**src/rtl/rr_pkg.sv**
```systemverilog
// Shared types and helpers for the round-robin grant controller.
package rr_pkg;

    // Default requester count used when the top is instantiated without overrides.
    localparam int RR_N_DEFAULT = 4;

    // Widest one-hot vector onehot_to_idx can encode.
    localparam int RR_IDX_MAX_W = 32;

    typedef enum logic [0:0] {
        RR_IDLE,
        RR_GRANT
    } rr_state_t;

    // Binary index of the set bit in a one-hot vector. The set-bit indices are
    // OR-ed together, so an all-zero input gives index 0.
    function automatic int unsigned onehot_to_idx(input logic [RR_IDX_MAX_W-1:0] oh);
        int unsigned idx;
        idx = 0;
        for (int i = 0; i < RR_IDX_MAX_W; i++) begin
            if (oh[i]) begin
                idx = idx | unsigned'(i);
            end
        end
        return idx;
    endfunction

endpackage

```
**src/rtl/rr_masked_pick.sv**
```systemverilog
// Combinational round-robin pick: thermometer mask above the last winner,
// lowest set bit of the masked requests, or of all requests on wrap-around.
// Supports N up to rr_pkg::RR_IDX_MAX_W requesters.
module rr_masked_pick
    import rr_pkg::*;
#(
    parameter int N    = RR_N_DEFAULT,
    parameter int ID_W = $clog2(N)
) (
    input  logic [N-1:0]    req,
    input  logic [ID_W-1:0] ptr,
    output logic [ID_W-1:0] winner,
    output logic            any_req
);

    logic [N-1:0]            mask;
    logic [N-1:0]            masked;
    logic [N-1:0]            masked_low;
    logic [N-1:0]            req_low;
    logic [N-1:0]            choose;
    logic [RR_IDX_MAX_W-1:0] choose_wide;

    // Build the mask, isolate the lowest set bits and encode the winner.
    always_comb begin
        mask = '0;
        for (int i = 0; i < N; i++) begin
            if (i > int'(ptr)) begin
                mask[i] = 1'b1;
            end
        end
        masked      = req & mask;
        // x & -x keeps only the lowest set bit of x.
        masked_low  = masked & (~masked + N'(1));
        req_low     = req & (~req + N'(1));
        choose      = (|masked) ? masked_low : req_low;
        choose_wide = '0;
        choose_wide[N-1:0] = choose;
        winner      = ID_W'(onehot_to_idx(choose_wide));
        any_req     = |req;
    end

endmodule

```
**src/rtl/rr_grant_ctrl.sv**
```systemverilog
// Round-robin grant controller: picks a winner among N requesters, registers
// a one-hot grant and holds it until the owner pulses done or drops its request.
// Optional hold-timeout feature: define RR_HOLD_TIMEOUT_EN to force a release
// after HOLD_MAX grant cycles and pulse timeout; without it timeout is tied to 0.
module rr_grant_ctrl
    import rr_pkg::*;
#(
    parameter int N        = RR_N_DEFAULT,
    parameter int HOLD_MAX = 16,
    parameter int ID_W     = $clog2(N)
) (
    input  logic            clk,
    input  logic            rst,
    input  logic [N-1:0]    req,
    input  logic            done,
    output logic [N-1:0]    grant,
    output logic            grant_valid,
    output logic [ID_W-1:0] grant_id,
    output logic            timeout
);

    if (N < 2) begin : g_bad_n
        $error("rr_grant_ctrl: N must be at least 2");
    end
    if (HOLD_MAX < 2) begin : g_bad_hold
        $error("rr_grant_ctrl: HOLD_MAX must be at least 2");
    end

    rr_state_t       state;
    logic [ID_W-1:0] ptr;
    logic [ID_W-1:0] winner;
    logic            any_req;
    logic            release_now;
    logic            force_rel;

    rr_masked_pick #(
        .N    (N),
        .ID_W (ID_W)
    ) u_pick (
        .req     (req),
        .ptr     (ptr),
        .winner  (winner),
        .any_req (any_req)
    );

    // Natural release: owner done, or owner no longer requesting.
    assign release_now = done | ~req[grant_id];

`ifdef RR_HOLD_TIMEOUT_EN
    localparam int CNT_W = $clog2(HOLD_MAX);

    logic [CNT_W-1:0] hold_cnt;
    logic             timeout_q;

    // Forced release only when the limit is reached and the owner has not let go.
    assign force_rel = (state == RR_GRANT) && !release_now &&
                       (hold_cnt == CNT_W'(HOLD_MAX - 1));
    assign timeout   = timeout_q;

    // Count grant cycles; anything other than an ongoing hold clears the count.
    always_ff @(posedge clk) begin
        if (!rst) begin
            hold_cnt  <= '0;
            timeout_q <= 1'b0;
        end else begin
            timeout_q <= force_rel;
            if ((state == RR_GRANT) && !release_now && !force_rel) begin
                hold_cnt <= hold_cnt + CNT_W'(1);
            end else begin
                hold_cnt <= '0;
            end
        end
    end
`else
    assign force_rel = 1'b0;
    assign timeout   = 1'b0;
`endif

    // Grant FSM: issue a registered one-hot grant from IDLE, hold it in GRANT.
    always_ff @(posedge clk) begin
        if (!rst) begin
            state       <= RR_IDLE;
            grant       <= '0;
            grant_valid <= 1'b0;
            grant_id    <= '0;
            ptr         <= ID_W'(N - 1);
        end else begin
            case (state)
                RR_IDLE: begin
                    if (any_req) begin
                        grant       <= {{(N-1){1'b0}}, 1'b1} << winner;
                        grant_valid <= 1'b1;
                        grant_id    <= winner;
                        ptr         <= winner;
                        state       <= RR_GRANT;
                    end
                end
                RR_GRANT: begin
                    if (release_now || force_rel) begin
                        grant       <= '0;
                        grant_valid <= 1'b0;
                        grant_id    <= '0;
                        state       <= RR_IDLE;
                    end
                end
                default: begin
                    state <= RR_IDLE;
                end
            endcase
        end
    end

endmodule

```
**config.mk**
```make
export PLATFORM = sky130hd
export DESIGN_NAME = rr_grant_ctrl
export DESIGN_NICKNAME = d
export VERILOG_FILES = /design/src/rtl/rr_pkg.sv /design/src/rtl/rr_masked_pick.sv /design/src/rtl/rr_grant_ctrl.sv
export SDC_FILE = /design/constraint.sdc
export NUM_CORES = 1
export LEC_CHECK = 0
export CAP_MARGIN = 20
export CORE_AREA = 2 2 39 41
export DETAILED_ROUTE_END_ITERATION = 10
export DIE_AREA = 0 0 41 43
export HOLD_SLACK_MARGIN = 0.08
export PLACE_DENSITY = 0.77
export SETUP_SLACK_MARGIN = 0.1
export SYNTH_ARGS = -nofsm -noshare
export SYNTH_HDL_FRONTEND = slang
export SYNTH_SLANG_ARGS = --single-unit
```
**constraint.sdc**
```tcl
create_clock -name clk -period 1.3 [get_ports clk]
set_input_delay 0.325 -clock clk [delete_from_list [all_inputs] [get_ports clk]]
set_output_delay 0.325 -clock clk [all_outputs]
set_load 0.05 [all_outputs]
```
* After elaboration in Yosys (flattened, before gate mapping)
Index checks and enable logic that the tools add are counted.
** Cells by class
- Reductions and logical operators :: 4
- Mux-type cells :: 21
- Shift operators :: 1
- Equal/unequal tests :: 2
- Magnitude comparators :: 4
- Add/sub/neg operators :: 2
- Bitwise operators :: 8
** Operator list (count)
- 4-bit AND :: 3
- 4-bit two-way mux :: 3
- 1-bit two-way mux :: 9
- 4-bit by 1-bit adder with 4-bit output, second input constant :: 2
- 2-bit two-way mux :: 4
- 4-bit inverter :: 2
- 4-bit one-hot mux with 2 select lines :: 1
- 4-bit OR reduction :: 2
- 2-bit > comparator, first input constant :: 2
- 1-bit one-hot mux with 2 select lines :: 2
- 2-bit one-hot mux with 2 select lines :: 1
- 2-bit AND reduction :: 2
- 1-bit by 2-bit left shift with 4-bit output, first input constant :: 1
- 2-bit by 3-bit less-than comparator with 1-bit output, second input constant :: 1
- 1-bit binary-select mux with 2-bit select :: 1
- 1-bit by 2-bit > comparator with 1-bit output, first input constant :: 1
- 2-bit by 1-bit inequality test with 1-bit output, second input constant :: 1
- 2-bit inequality test, second input constant :: 1
- 1-bit inverter :: 2
- 1-bit bitwise OR :: 1
** Storage, ports and cells
- Logic and storage cells :: 47
- Register bits after elaboration :: 10
- Output and inout port bits :: 8

* Logic depth before layout (Yosys ltp)
- Word-level depth :: 13
- Gate-level depth with buffers :: 4

* Hierarchy
A second synthesis with hierarchy kept.
** Unflattened totals
- Cell total of the unflattened synthesis :: 85
- Area total of the unflattened synthesis :: 678.2 µm²
** Modules (own cells, without submodules)
- rr_grant_ctrl :: area an instance 596.8 µm², cells an instance 71, instances 1
- rr_masked_pick :: area an instance 81.3 µm², cells an instance 14, instances 1

* Worst setup path before layout
Ideal clock, no wire load.
- Kind :: register to register
- Start point :: reg grant_id[0]
- End point :: reg grant_valid
- Data required time :: 1183 ps
- Cell stages (with the launch flop) :: 5
- Arrival time :: 1639 ps
- Setup time :: 117 ps
- Path buffers :: 0
- Setup slack :: -457 ps
- Cells stage by stage :: dfxtp_1 mux2i_1 nor4b_1 o31a_2 a22o_2
** On the way
- Cells in the longest elaborated chain, start to end :: 6
** RTL lines
- from (decl) :: line rr_grant_ctrl.sv:18 : output logic [ID_W-1:0] grant_id,
- from (signal assigned) :: line rr_grant_ctrl.sv:93 : grant_id <= winner;
- 1-bit binary-select mux with 2-bit select :: line rr_grant_ctrl.sv:47 : assign release_now = done | ~req[grant_id];
- 1-bit two-way mux (implied by the code) :: line rr_grant_ctrl.sv:47
- 1-bit inverter :: line rr_grant_ctrl.sv:47
- 1-bit bitwise OR :: line rr_grant_ctrl.sv:47
- 2-bit by 1-bit inequality test with 1-bit output (no source line)
- 2-bit AND reduction (no source line)
- to (signal assigned) :: line rr_grant_ctrl.sv:84 : grant_valid <= 1'b0;
- to (signal assigned) :: line rr_grant_ctrl.sv:92 : grant_valid <= 1'b1;
- to (signal assigned) :: line rr_grant_ctrl.sv:101 : grant_valid <= 1'b0;
- to (decl) :: line rr_grant_ctrl.sv:17 : output logic grant_valid,
No other way between the ends. The select of a mux whose other input is x is not followed.
A chain may end at the register's enable or synchronous reset.

* Final worst setup path
- Start point :: in done
- End point :: reg grant_valid
** On the way
- Cells in the longest elaborated chain, start to end :: 3
** RTL lines
- from (decl) :: line rr_grant_ctrl.sv:15 : input logic done,
- 1-bit bitwise OR :: line rr_grant_ctrl.sv:47
- 2-bit by 1-bit inequality test with 1-bit output (no source line)
- 2-bit AND reduction (no source line)
No other way between the ends.

==> impl_metrics.csv <==
group,metric,value,unit
cts,cts_root_buffer,"clkbuf_4",
logic_synthesis,netlist_instances,51,
global_routing,grt_max_degree,10,
logic_synthesis,yosysTopAreaCellShare,0.402,
routing,vias,455,
finish,nets,79,
logic_synthesis,synth_compound_area_frac,0.319,
finish,nFillCells,117,
timing,clock.fmax,722,MHz
cts,cts_tree,"yes",
logic_synthesis,syn_nets,58,
logic_synthesis,synth_top_family_by_area,"compound AO/OA/AOI/OAI gates",
logic_synthesis,ys_top_cells_by_count,"10 x dfxtp_1, 5 x nor2_1, 3 x a32o_1, 3 x o21ai_0",
placement,dpl_cell_area,746,um2
finish,fin_util,0.578,
die,rows,14,
timing,finalMaxSlewViolations,0,
logic_synthesis,yosys_warnings,0,
logic_synthesis,async_flop_share,0,
power_and_ir_drop,p_clk_frac,0.238,
placement,place.gp.congestion,0.719,
critical_path,crit_path_cell_trace,"clkdlybuf4s50_1 > nor4b_1 > o31a_2 > a22o_2",
timing,setup_viol,6,
timing,layout_setup_ws,-0.0847,ns
routing,viasPerCell,5.23,
cts,clock_latency,0.26,ns
routing,wl,1.09,mm
timing,skew,0.00663,ns
critical_path,cp-start-kind,"input pin",
logic_synthesis,synth_mux_area_frac,0.0402,
logic_synthesis,synth-xor-area-share,0,
power_and_ir_drop,vdd_drop_max,0.735,mV
cts,cts.sinks,10,
critical_path,reg2reg_from,"grant_id[0]",
power_and_ir_drop,totalPowerFinal,909,uW
logic_synthesis,synth-edff-count,0,
min_path,holdPathStages,1,
power_and_ir_drop,switching_share,0.320,
die,die_x,41,um
critical_path,worst_r2r_path_depth,4,
die,start_util,0.360,
power_and_ir_drop,comb_power_share,0.354,
routing,antenna_left,0,
power_and_ir_drop,p_int,618,uW
finish,synthToLayoutAreaGrowth,60.6,%
critical_path,slowest_stage,"clkdlybuf4s50_1",
global_routing,grt_pass1_wl,1.73,mm
timing,rsz0062_at_grt,"yes",
global_routing,grt_use_total,0.145,
cts,numCtsBuffers,3,
logic_synthesis,synth_ff_type,"dfxtp_1",
finish,num_antenna_cells,0,
critical_path,end_kind,"register",
cts,cts_max_level,1,
min_path,min_path_type,"reg -> reg",
critical_path,path_class,"in -> reg",
routing,firstDrtPassIters,4,
global_routing,grt_pass1_vias,427,
logic_synthesis,ys_seq_area_frac,0.402,
min_path,hold_start,"grant[1]",
cts,clockBufferDepth,2,
timing,finalHoldViolations,0,
die,dieArea,0.00176,mm2
power_and_ir_drop,p_per_area,1140,mW/mm2
job,maxCapViolCount,0,
power_and_ir_drop,p_sw,291,uW
placement,port_buffers,13,
routing,drc,0,
die,core-area,0.00138,mm2
critical_path,cp.required,1.46,ns
status,violations,"negative setup slack",
power_and_ir_drop,seqPwrFrac,0.408,
logic_synthesis,syn_avg_cell_area,9.76,um2
logic_synthesis,syn_area,498,um2
logic_synthesis,ys_seq_elements,10,
critical_path,arrival,1.54,ns
logic_synthesis,synth_most_common_cell,"dfxtp_1",
finish,multi_input_area,305,um2
min_path,holdPathEnd,"grant[1]",
critical_path,path_max_fanout,6,
placement,dp_hpwl,808,um
logic_synthesis,synthAdderAreaFrac,0,
finish,postLayoutCellArea,800,um2
logic_synthesis,netlist_top_cells_area,"dfxtp_1 40%, a32o_1 6.0%, mux2i_1 4.0%",
critical_path,reg2reg_slack,-0.08,ns
critical_path,r2r-end,"grant_valid",
critical_path,slowest_delay,0.50,ns
global_routing,antenna_found_initial,0,
global_routing,grt_overflow,0,
die,die-height,43,um
finish,final_layout_size_suffix_gt1_frac,0.437,
finish,regArea,208,um2
die,io_pins,15,
routing,drtIter0Drc,9,
timing,period_share,1.07,
logic_synthesis,synthSimpleGateAreaFrac,0.186,
timing,period_minus_slack,1.38,ns
power_and_ir_drop,leakagePower,0.318,nW
logic_synthesis,yosysUniqueCellTypes,27,
routing,wire_per_inst,12.5,um
logic_synthesis,yosysTopAreaCell,"dfxtp_1",
status,status,"finished with violations",
cts,cts.reportedPaths.clkPinSlew,0.06,ns
==> power groups by stage <==
| stage | combinational (mW) | sequential (mW) | clock [mW] |
|---|---|---|---|
| detailed placement | 0.310 | 0.375 | 0 |
| floorplan | 0.104 | 0.433 | 0 |
| global placement | 0.307 | 0.375 | 0 |
| global route | 0.342 | 0.374 | 0.242 |
| finish | 0.322 | 0.371 | 0.216 |
| CTS | 0.323 | 0.369 | 0.225 |
==> worst max-delay path by stage <==
stage / startpoint / end / depth (start not counted)
6_report: done / grant_valid / 4
3_3_place_gp: req[1] / grant_valid / 5
2_1_floorplan: grant_id[0] / grant_valid / 4
3_5_place_dp: req[1] / grant_valid / 5
4_1_cts: grant_id[0] / grant_valid / 4
5_1_grt: grant_id[0] / grant_valid / 4
==> kinds of logic after synthesis <==
kind of cell | after synthesis
AOI/OAI and AO/OA | 19
buffers and inverters | 4
DFF | 10
muxes | 2
other | 1
and+or+nand+nor | 15
==> registers in the layout, summed over array words and instances (netlist names) <==
name and flops:
ptr 2, grant_id 2, state 1, grant_valid 1, grant 4
==> metrics by stage <==
stage | TNS, ns | hold slack, ns | setup WS [ns] | std cells
2_1_floorplan | -0.561 | 0.505 | -0.165 | 51
3_3_place_gp | -5.18 | 0.504 | -0.581 | 83
3_5_place_dp | -5.50 | 0.499 | -0.626 | 83
4_1_cts | -0.368 | 0.510 | -0.0766 | 88
5_1_grt | -0.795 | 0.520 | -0.147 | 87
6_report | -0.362 | 0.505 | -0.0847 | 87
==> repair_timing <==
item | in CTS | in global routing
hold endpoints to repair | 0 | 0
cloned | 0 | 0
pin swaps | 5 | 3
setup endpoints to repair | 11 | 10
resized for setup | 18 | 5
setup buffers | 1 | 0
hold buffers | 0 | 0
==> layout make-up <==
| class | instances | share of cell area |
|---|---|---|
| multi-input combinational | 37 | 0.382 |
| timing repair buffer | 18 | 0.291 |
| sequential | 10 | 0.260 |
| clock buffer | 4 | 0.0329 |
| tap | 16 | 0.0250 |
| inverter | 2 | 0.00939 |
==> critical path: cells and delay by family <==
kind	cells	cell delay, ns
AOI/OAI and AO/OA	2	0.65
buffers and inverters	1	0.50
and+or+nand+nor	1	0.07
==> metal layers <==
metal / up-vias / GRT usage / part of all wire
met5: - / 0 / 0
met4: 0 / 0.0800 / 0.014
met3: 2 / 0.0314 / 0.045
met2: 18 / 0.209 / 0.45
met1: 200 / 0.191 / 0.49
li1: 235 / - / -
==> layout by cell type (no fill, tap or decap), types with 2 or more instances in the layout <==
| cell | instances |
|---|---|
| clkdlybuf4s50_1 | 2 |
| nand3_1 | 2 |
| dfxtp_1 | 6 |
| buf_12 | 7 |
| buf_2 | 2 |
| dfxtp_2 | 3 |
| o2bb2ai_1 | 2 |
| nor2_1 | 4 |
| mux2i_1 | 2 |
| o31a_2 | 2 |
| inv_1 | 2 |
| a32o_1 | 3 |
| clkbuf_4 | 3 |
| buf_4 | 4 |
| o21ai_0 | 3 |
No activity file was read; power rests on OpenSTA's default activity.
